--- src/rtl/keypad_pkg.sv ---
// Shared types and helpers for the keypad scanner front end.
package keypad_pkg;

    typedef enum logic [1:0] {
        SCAN       = 2'd0,
        PRESS_DB   = 2'd1,
        HELD       = 2'd2,
        RELEASE_DB = 2'd3
    } scan_state_t;

    // Hex legend of the SLP120A16 4x4 pad for a raw index row*4 + col.
    function automatic logic [3:0] keymap_4x4(input logic [3:0] idx);
        logic [3:0] legend;
        legend = '0;
        case (idx)
            4'd0:  legend = 4'h1;
            4'd1:  legend = 4'h2;
            4'd2:  legend = 4'h3;
            4'd3:  legend = 4'hC;
            4'd4:  legend = 4'h4;
            4'd5:  legend = 4'h5;
            4'd6:  legend = 4'h6;
            4'd7:  legend = 4'hD;
            4'd8:  legend = 4'h7;
            4'd9:  legend = 4'h8;
            4'd10: legend = 4'h9;
            4'd11: legend = 4'hE;
            4'd12: legend = 4'hA;
            4'd13: legend = 4'h0;
            4'd14: legend = 4'hB;
            4'd15: legend = 4'hF;
            default: legend = '0;
        endcase
        return legend;
    endfunction

endpackage

--- src/rtl/sync_2ff.sv ---
// Two-flop synchroniser for asynchronous level inputs.
module sync_2ff #(
    parameter int WIDTH = 4
) (
    input  logic             clk,
    input  logic             reset,
    input  logic [WIDTH-1:0] d,
    output logic [WIDTH-1:0] q
);

    logic [WIDTH-1:0] meta;

    // Two-stage capture; both stages clear on reset.
    always_ff @(posedge clk) begin
        if (reset) begin
            meta <= '0;
            q    <= '0;
        end else begin
            meta <= d;
            q    <= meta;
        end
    end

endmodule

--- src/rtl/keypad_scanner.sv ---
// Column-scanning keypad front end with press/release debounce and
// single-key lockout; reports each accepted key as row*N_COLS + col.
module keypad_scanner
    import keypad_pkg::*;
#(
    parameter int N_ROWS          = 4,
    parameter int N_COLS          = 4,
    parameter int SCAN_DIV        = 1000,
    parameter int DEBOUNCE_CYCLES = 50000
) (
    input  logic                              clk,
    input  logic                              reset,
    input  logic [N_ROWS-1:0]                 rows,
    output logic [N_COLS-1:0]                 cols,
    output logic [$clog2(N_ROWS*N_COLS)-1:0]  key_code,
    output logic                              key_valid,
    output logic                              key_held
);

    localparam int KW = $clog2(N_ROWS*N_COLS);
    localparam int DW = $clog2(SCAN_DIV);
    localparam int BW = $clog2(DEBOUNCE_CYCLES+1);
    localparam int RW = $clog2(N_ROWS);
    localparam int CW = $clog2(N_COLS);
    localparam logic [DW-1:0] DWELL_LAST = DW'(SCAN_DIV-1);
    localparam logic [BW-1:0] DB_LAST    = BW'(DEBOUNCE_CYCLES-1);
    localparam logic [CW-1:0] COL_LAST   = CW'(N_COLS-1);

    scan_state_t       state, state_n;
    logic [N_ROWS-1:0] rows_s;
    logic [N_COLS-1:0] cols_n, cols_rot;
    logic [CW-1:0]     col_idx, col_idx_n, col_next;
    logic [RW-1:0]     row_idx, row_idx_n, hit_idx;
    logic [DW-1:0]     dwell, dwell_n;
    logic [BW-1:0]     db, db_n;
    logic [KW-1:0]     key_code_n;
    logic              key_valid_n, key_held_n;
    logic [3:0]        hit_count;
    logic [N_ROWS-1:0] row_mask;

    sync_2ff #(.WIDTH(N_ROWS)) u_sync (
        .clk   (clk),
        .reset (reset),
        .d     (rows),
        .q     (rows_s)
    );

    // Count set rows and locate the lone set bit for single-key detection.
    always_comb begin
        hit_count = '0;
        hit_idx   = '0;
        for (int unsigned i = 0; i < N_ROWS; i++) begin
            if (rows_s[i]) begin
                hit_count = hit_count + 4'd1;
                hit_idx   = RW'(i);
            end
        end
    end

    // Column rotation, wrap N_COLS-1 -> 0, and the captured row as a mask.
    always_comb begin
        cols_rot = {cols[N_COLS-2:0], cols[N_COLS-1]};
        col_next = (col_idx == COL_LAST) ? '0 : col_idx + 1'b1;
        row_mask = N_ROWS'(1) << row_idx;
    end

    // Next-state and next-output logic for the scan/debounce FSM.
    always_comb begin
        state_n     = state;
        cols_n      = cols;
        col_idx_n   = col_idx;
        row_idx_n   = row_idx;
        dwell_n     = dwell;
        db_n        = db;
        key_code_n  = key_code;
        key_valid_n = 1'b0;
        key_held_n  = key_held;
        unique case (state)
            SCAN: begin
                if (dwell == DWELL_LAST) begin
                    dwell_n = '0;
                    if (hit_count == 4'd1) begin
                        state_n   = PRESS_DB;
                        row_idx_n = hit_idx;
                        db_n      = '0;
                    end else begin
                        cols_n    = cols_rot;
                        col_idx_n = col_next;
                    end
                end else begin
                    dwell_n = dwell + 1'b1;
                end
            end
            PRESS_DB: begin
                if (rows_s == row_mask) begin
                    if (db == DB_LAST) begin
                        state_n     = HELD;
                        key_code_n  = KW'(int'(row_idx) * N_COLS + int'(col_idx));
                        key_valid_n = 1'b1;
                        key_held_n  = 1'b1;
                    end else begin
                        db_n = db + 1'b1;
                    end
                end else begin
                    state_n   = SCAN;
                    cols_n    = cols_rot;
                    col_idx_n = col_next;
                    dwell_n   = '0;
                end
            end
            HELD: begin
                if (rows_s == '0) begin
                    state_n = RELEASE_DB;
                    db_n    = '0;
                end
            end
            RELEASE_DB: begin
                if (rows_s == '0) begin
                    if (db == DB_LAST) begin
                        state_n    = SCAN;
                        key_held_n = 1'b0;
                        cols_n     = cols_rot;
                        col_idx_n  = col_next;
                        dwell_n    = '0;
                    end else begin
                        db_n = db + 1'b1;
                    end
                end else begin
                    state_n = HELD;
                end
            end
        endcase
    end

    // State, counters, column drive and registered outputs.
    always_ff @(posedge clk) begin
        if (reset) begin
            state     <= SCAN;
            cols      <= N_COLS'(1);
            col_idx   <= '0;
            row_idx   <= '0;
            dwell     <= '0;
            db        <= '0;
            key_code  <= '0;
            key_valid <= 1'b0;
            key_held  <= 1'b0;
        end else begin
            state     <= state_n;
            cols      <= cols_n;
            col_idx   <= col_idx_n;
            row_idx   <= row_idx_n;
            dwell     <= dwell_n;
            db        <= db_n;
            key_code  <= key_code_n;
            key_valid <= key_valid_n;
            key_held  <= key_held_n;
        end
    end

endmodule

--- config.mk ---
export PLATFORM = sky130hd
export DESIGN_NAME = keypad_scanner
export DESIGN_NICKNAME = d
export VERILOG_FILES = /design/src/rtl/keypad_pkg.sv /design/src/rtl/sync_2ff.sv /design/src/rtl/keypad_scanner.sv
export SDC_FILE = /design/constraint.sdc
export NUM_CORES = 1
export LEC_CHECK = 0
export ABC_AREA = 1
export ABC_CLOCK_PERIOD_IN_PS = 3000
export BUFFER_PORTS_ARGS = -buffer_cell sky130_fd_sc_hd__buf_2
export CORE_MARGIN = 2
export CORE_UTILIZATION = 46
export CTS_BUF_LIST = sky130_fd_sc_hd__clkbuf_4
export CTS_CLUSTER_DIAMETER = 100
export CTS_CLUSTER_SIZE = 12
export DETAILED_ROUTE_END_ITERATION = 8
export MAX_ROUTING_LAYER = met4
export PLACE_DENSITY = 0.69
export SETUP_SLACK_MARGIN = 0.5
export SLEW_MARGIN = 30
export SYNTH_ARGS = -nofsm -noshare
export SYNTH_HDL_FRONTEND = slang
export SYNTH_SLANG_ARGS = --single-unit
export TNS_END_PERCENT = 5
--- constraint.sdc ---
create_clock -name clk -period 3 [get_ports clk]
set_input_delay 0.3 -clock clk [delete_from_list [all_inputs] [get_ports clk]]
set_output_delay 0.3 -clock clk [all_outputs]
set_load 0.02 [all_outputs]
==> impl_metrics.tcl <==
set metrics [dict create \
    via_per_inst 4.99 \
    antenna_found_initial 0 \
    path_max_fanout 17 \
    worst-slew-pin-transition_ns 0.606 \
    synth-edff-count 0 \
    drtIter0Drc 152 \
    yosysTopAreaCell "dfxtp_1" \
    syn_nets 465 \
    insertion_delay_ns 0.37 \
    ys_seq_area_share_pct 34.0 \
    fin_crit_ns 2.39 \
    synthArstFlopShare_pct 0 \
    clock-skew-final_ns 0.0178 \
    arrival_ns 2.63 \
    yosysUniqueCellTypes 32 \
    die_area_um2 7050 \
    tritoncts "yes" \
    overflow 0 \
    rows 29 \
    crit_path_start "u_sync.q[0]" \
    maxCapViolations 0 \
    synthFlopType "dfxtp_1" \
    endpoint "db[9]" \
    cts_sinks 50 \
    r2r_slack_ns 0.61 \
    max-vdd-ir-drop_mv 0.370 \
    syn_area_um2 2940 \
    die_h_um 84.0 \
    rsz0062_at_grt "yes" \
    wl_per_cell_um 11.2 \
    globalplace.congestion 0.914 \
    period_share_pct 79.6 \
    end_kind "flop" \
    layout-drive-gt1-share_pct 11.6 \
    synth_top_area_share_pct 34.0 \
    track_usage_pct 19.0 \
    ioPinCount 16 \
    ff2ff_path_depth 13 \
    area.growth.synth_to_final_pct 6.60 \
    maxSlewHeadroom_pct 59.5 \
    outcome "finished clean" \
    diodes 0 \
    rr_endpoint "db[9]" \
    required_ns 3.25 \
    finalHoldViolations 0 \
    clk_pin_slew_ns 0.14 \
    grt_max_degree 30 \
    worstSetupPathType "reg -> reg" \
    cts_root_buffer "clkbuf_4" \
    setup_tns_ns 0 \
    start_util_pct 46.8 \
    slew_viol_final 0 \
    postSynthCellCount 453 \
    hp-class "in -> reg" \
    drc_errors 0 \
    final-setup-viol-count 0 \
    critPathLaunchType "flop" \
    holdBufCountCts 0 \
    leakage_nw 1.31 \
    layout.nets 476 \
    avgSynthCellArea_um2 6.49 \
    totalWireLength_um 6060 \
    fmax_mhz 419 \
    r2r_start "u_sync.q[0]" \
    p_per_area_nw_per_um2 590 \
    dpl.hpwl_um 4300 \
    grt_pass1_vias 2483 \
    cts_buffer_depth 2 \
    synthTopCellsByCount "nand2_1, nor2_1, inv_1" \
    grt_pass1_wl_um 10900 \
    htreeDepth 2 \
    placed_area_um2 3050 \
    numCtsBuffers 5 \
    fin_area_um2 3130 \
    placement.io_buffers 15 \
    first_pass_iters 5 \
    synth.area.top_cells "dfxtp_1, nand2_1, nor2_1, inv_1, nand3_1" \
    core_um2 6280 \
    synth_seq_cells 50 \
    post-synth-top-count-cell "nand2_1" \
    yosys_warnings 0 \
    via_count 2706 \
    die_x_um 84.0 \
    ant_nets 0 \
]
[power breakdown]
group / internal, mW / total (mW) / leakage (nW) / switching, mW
Sequential: 0.735 / 0.798 / 0.406 / 0.0628
Combinational: 0.191 / 0.650 / 0.866 / 0.460
Clock: 0.185 / 0.401 / 0.0419 / 0.215
Total: 1.11 / 1.85 / 1.31 / 0.738
[state kept, by name, summed over array words and instances (netlist names)]
register / flops
u_sync.meta: 4
dwell: 10
state: 2
u_sync.q: 4
key_valid: 1
key_held: 1
col_idx: 2
db: 16
key_code: 4
cols: 4
row_idx: 2
[logic make-up after synthesis]
family / count (synthesis) / synth area share, %
adders and majority gates: 6 / 2.55
buffers and inverters: 73 / 10.2
xor gates and xnor gates: 9 / 2.68
and+or+nand+nor: 263 / 41.5
DFF: 50 / 34.0
AOI/OAI and AO/OA: 52 / 8.98
[cell type report]
cell class / instances / area, µm²
inverters: 62 / 235
clock buffers: 6 / 45.0
fillers: 669 / 3140
flip-flops and latches: 50 / 1000
well taps: 77 / 96.3
repair buffers: 15 / 75.1
multi-input cells: 330 / 1640
clock inverters: 2 / 37.5
[placed cells by master (no fill, tap or decap), types with 4 or more instances in the layout]
cell type,netlist,layout
nand2_1,111,111
nor2_1,73,73
inv_1,54,54
dfxtp_1,50,50
nand3_1,37,37
a21oi_1,32,32
o21ai_0,16,16
buf_2,1,15
nand4_1,9,9
xor2_1,7,7
nor3_1,7,7
inv_2,6,6
nor2_4,5,6
ha_1,6,6
clkbuf_4,0,6
nor2_2,5,4
nand2_2,4,4
[repair_timing]
item,4_1_cts,5_1_grt
endpoints found under the setup margin,0,22
buffers inserted,0,0
resized for setup,0,1
hold endpoints to repair,0,0
[worst min-delay path by stage]
stage | from | to | cells after the start | slack [ns]
6_report | rows[2] | u_sync.meta[2] | 3 | 0.13
5_1_grt | rows[2] | u_sync.meta[2] | 3 | 0.10
3_5_place_dp | u_sync.meta[0] | u_sync.q[0] | 2 | 0.39
2_1_floorplan | u_sync.meta[0] | u_sync.q[0] | 2 | 0.39
3_3_place_gp | u_sync.meta[1] | u_sync.q[1] | 2 | 0.39
4_1_cts | rows[2] | u_sync.meta[2] | 3 | 0.12
[metrics by stage]
stage	hold slack [ns]	utilization (%)	power, mW	setup WS, ns	std cells
after CTS	0.118	49.9	1.85	0.615	542
after floorplan	0.388	-	1.35	0.919	453
after detailed placement	0.393	48.5	1.45	0.620	534
after global routing	0.103	49.9	1.98	0.372	542
after global placement	0.393	48.5	1.43	0.714	534
final	0.127	49.9	1.85	0.611	542
[metal layers]
metal,track usage [%],part of all wire (%)
met1,24.1,48
met4,6.01,1.7
met3,3.66,4.3
met5,-,0
met2,30.8,46
[critical path, stage by stage, from the launching register on]
cell     delay (ns)
dfxtp_1        0.38
inv_1          0.07
ha_1           0.33
nor2_1         0.15
nor2_2         0.07
ha_1           0.29
nor2_1         0.09
o21ai_0        0.08
nand2_1        0.11
nand2_2        0.08
nand2_4        0.20
nand3_4        0.23
nand2_1        0.12
a21oi_1        0.07
Note: power is estimated with default switching activity, not from simulation.
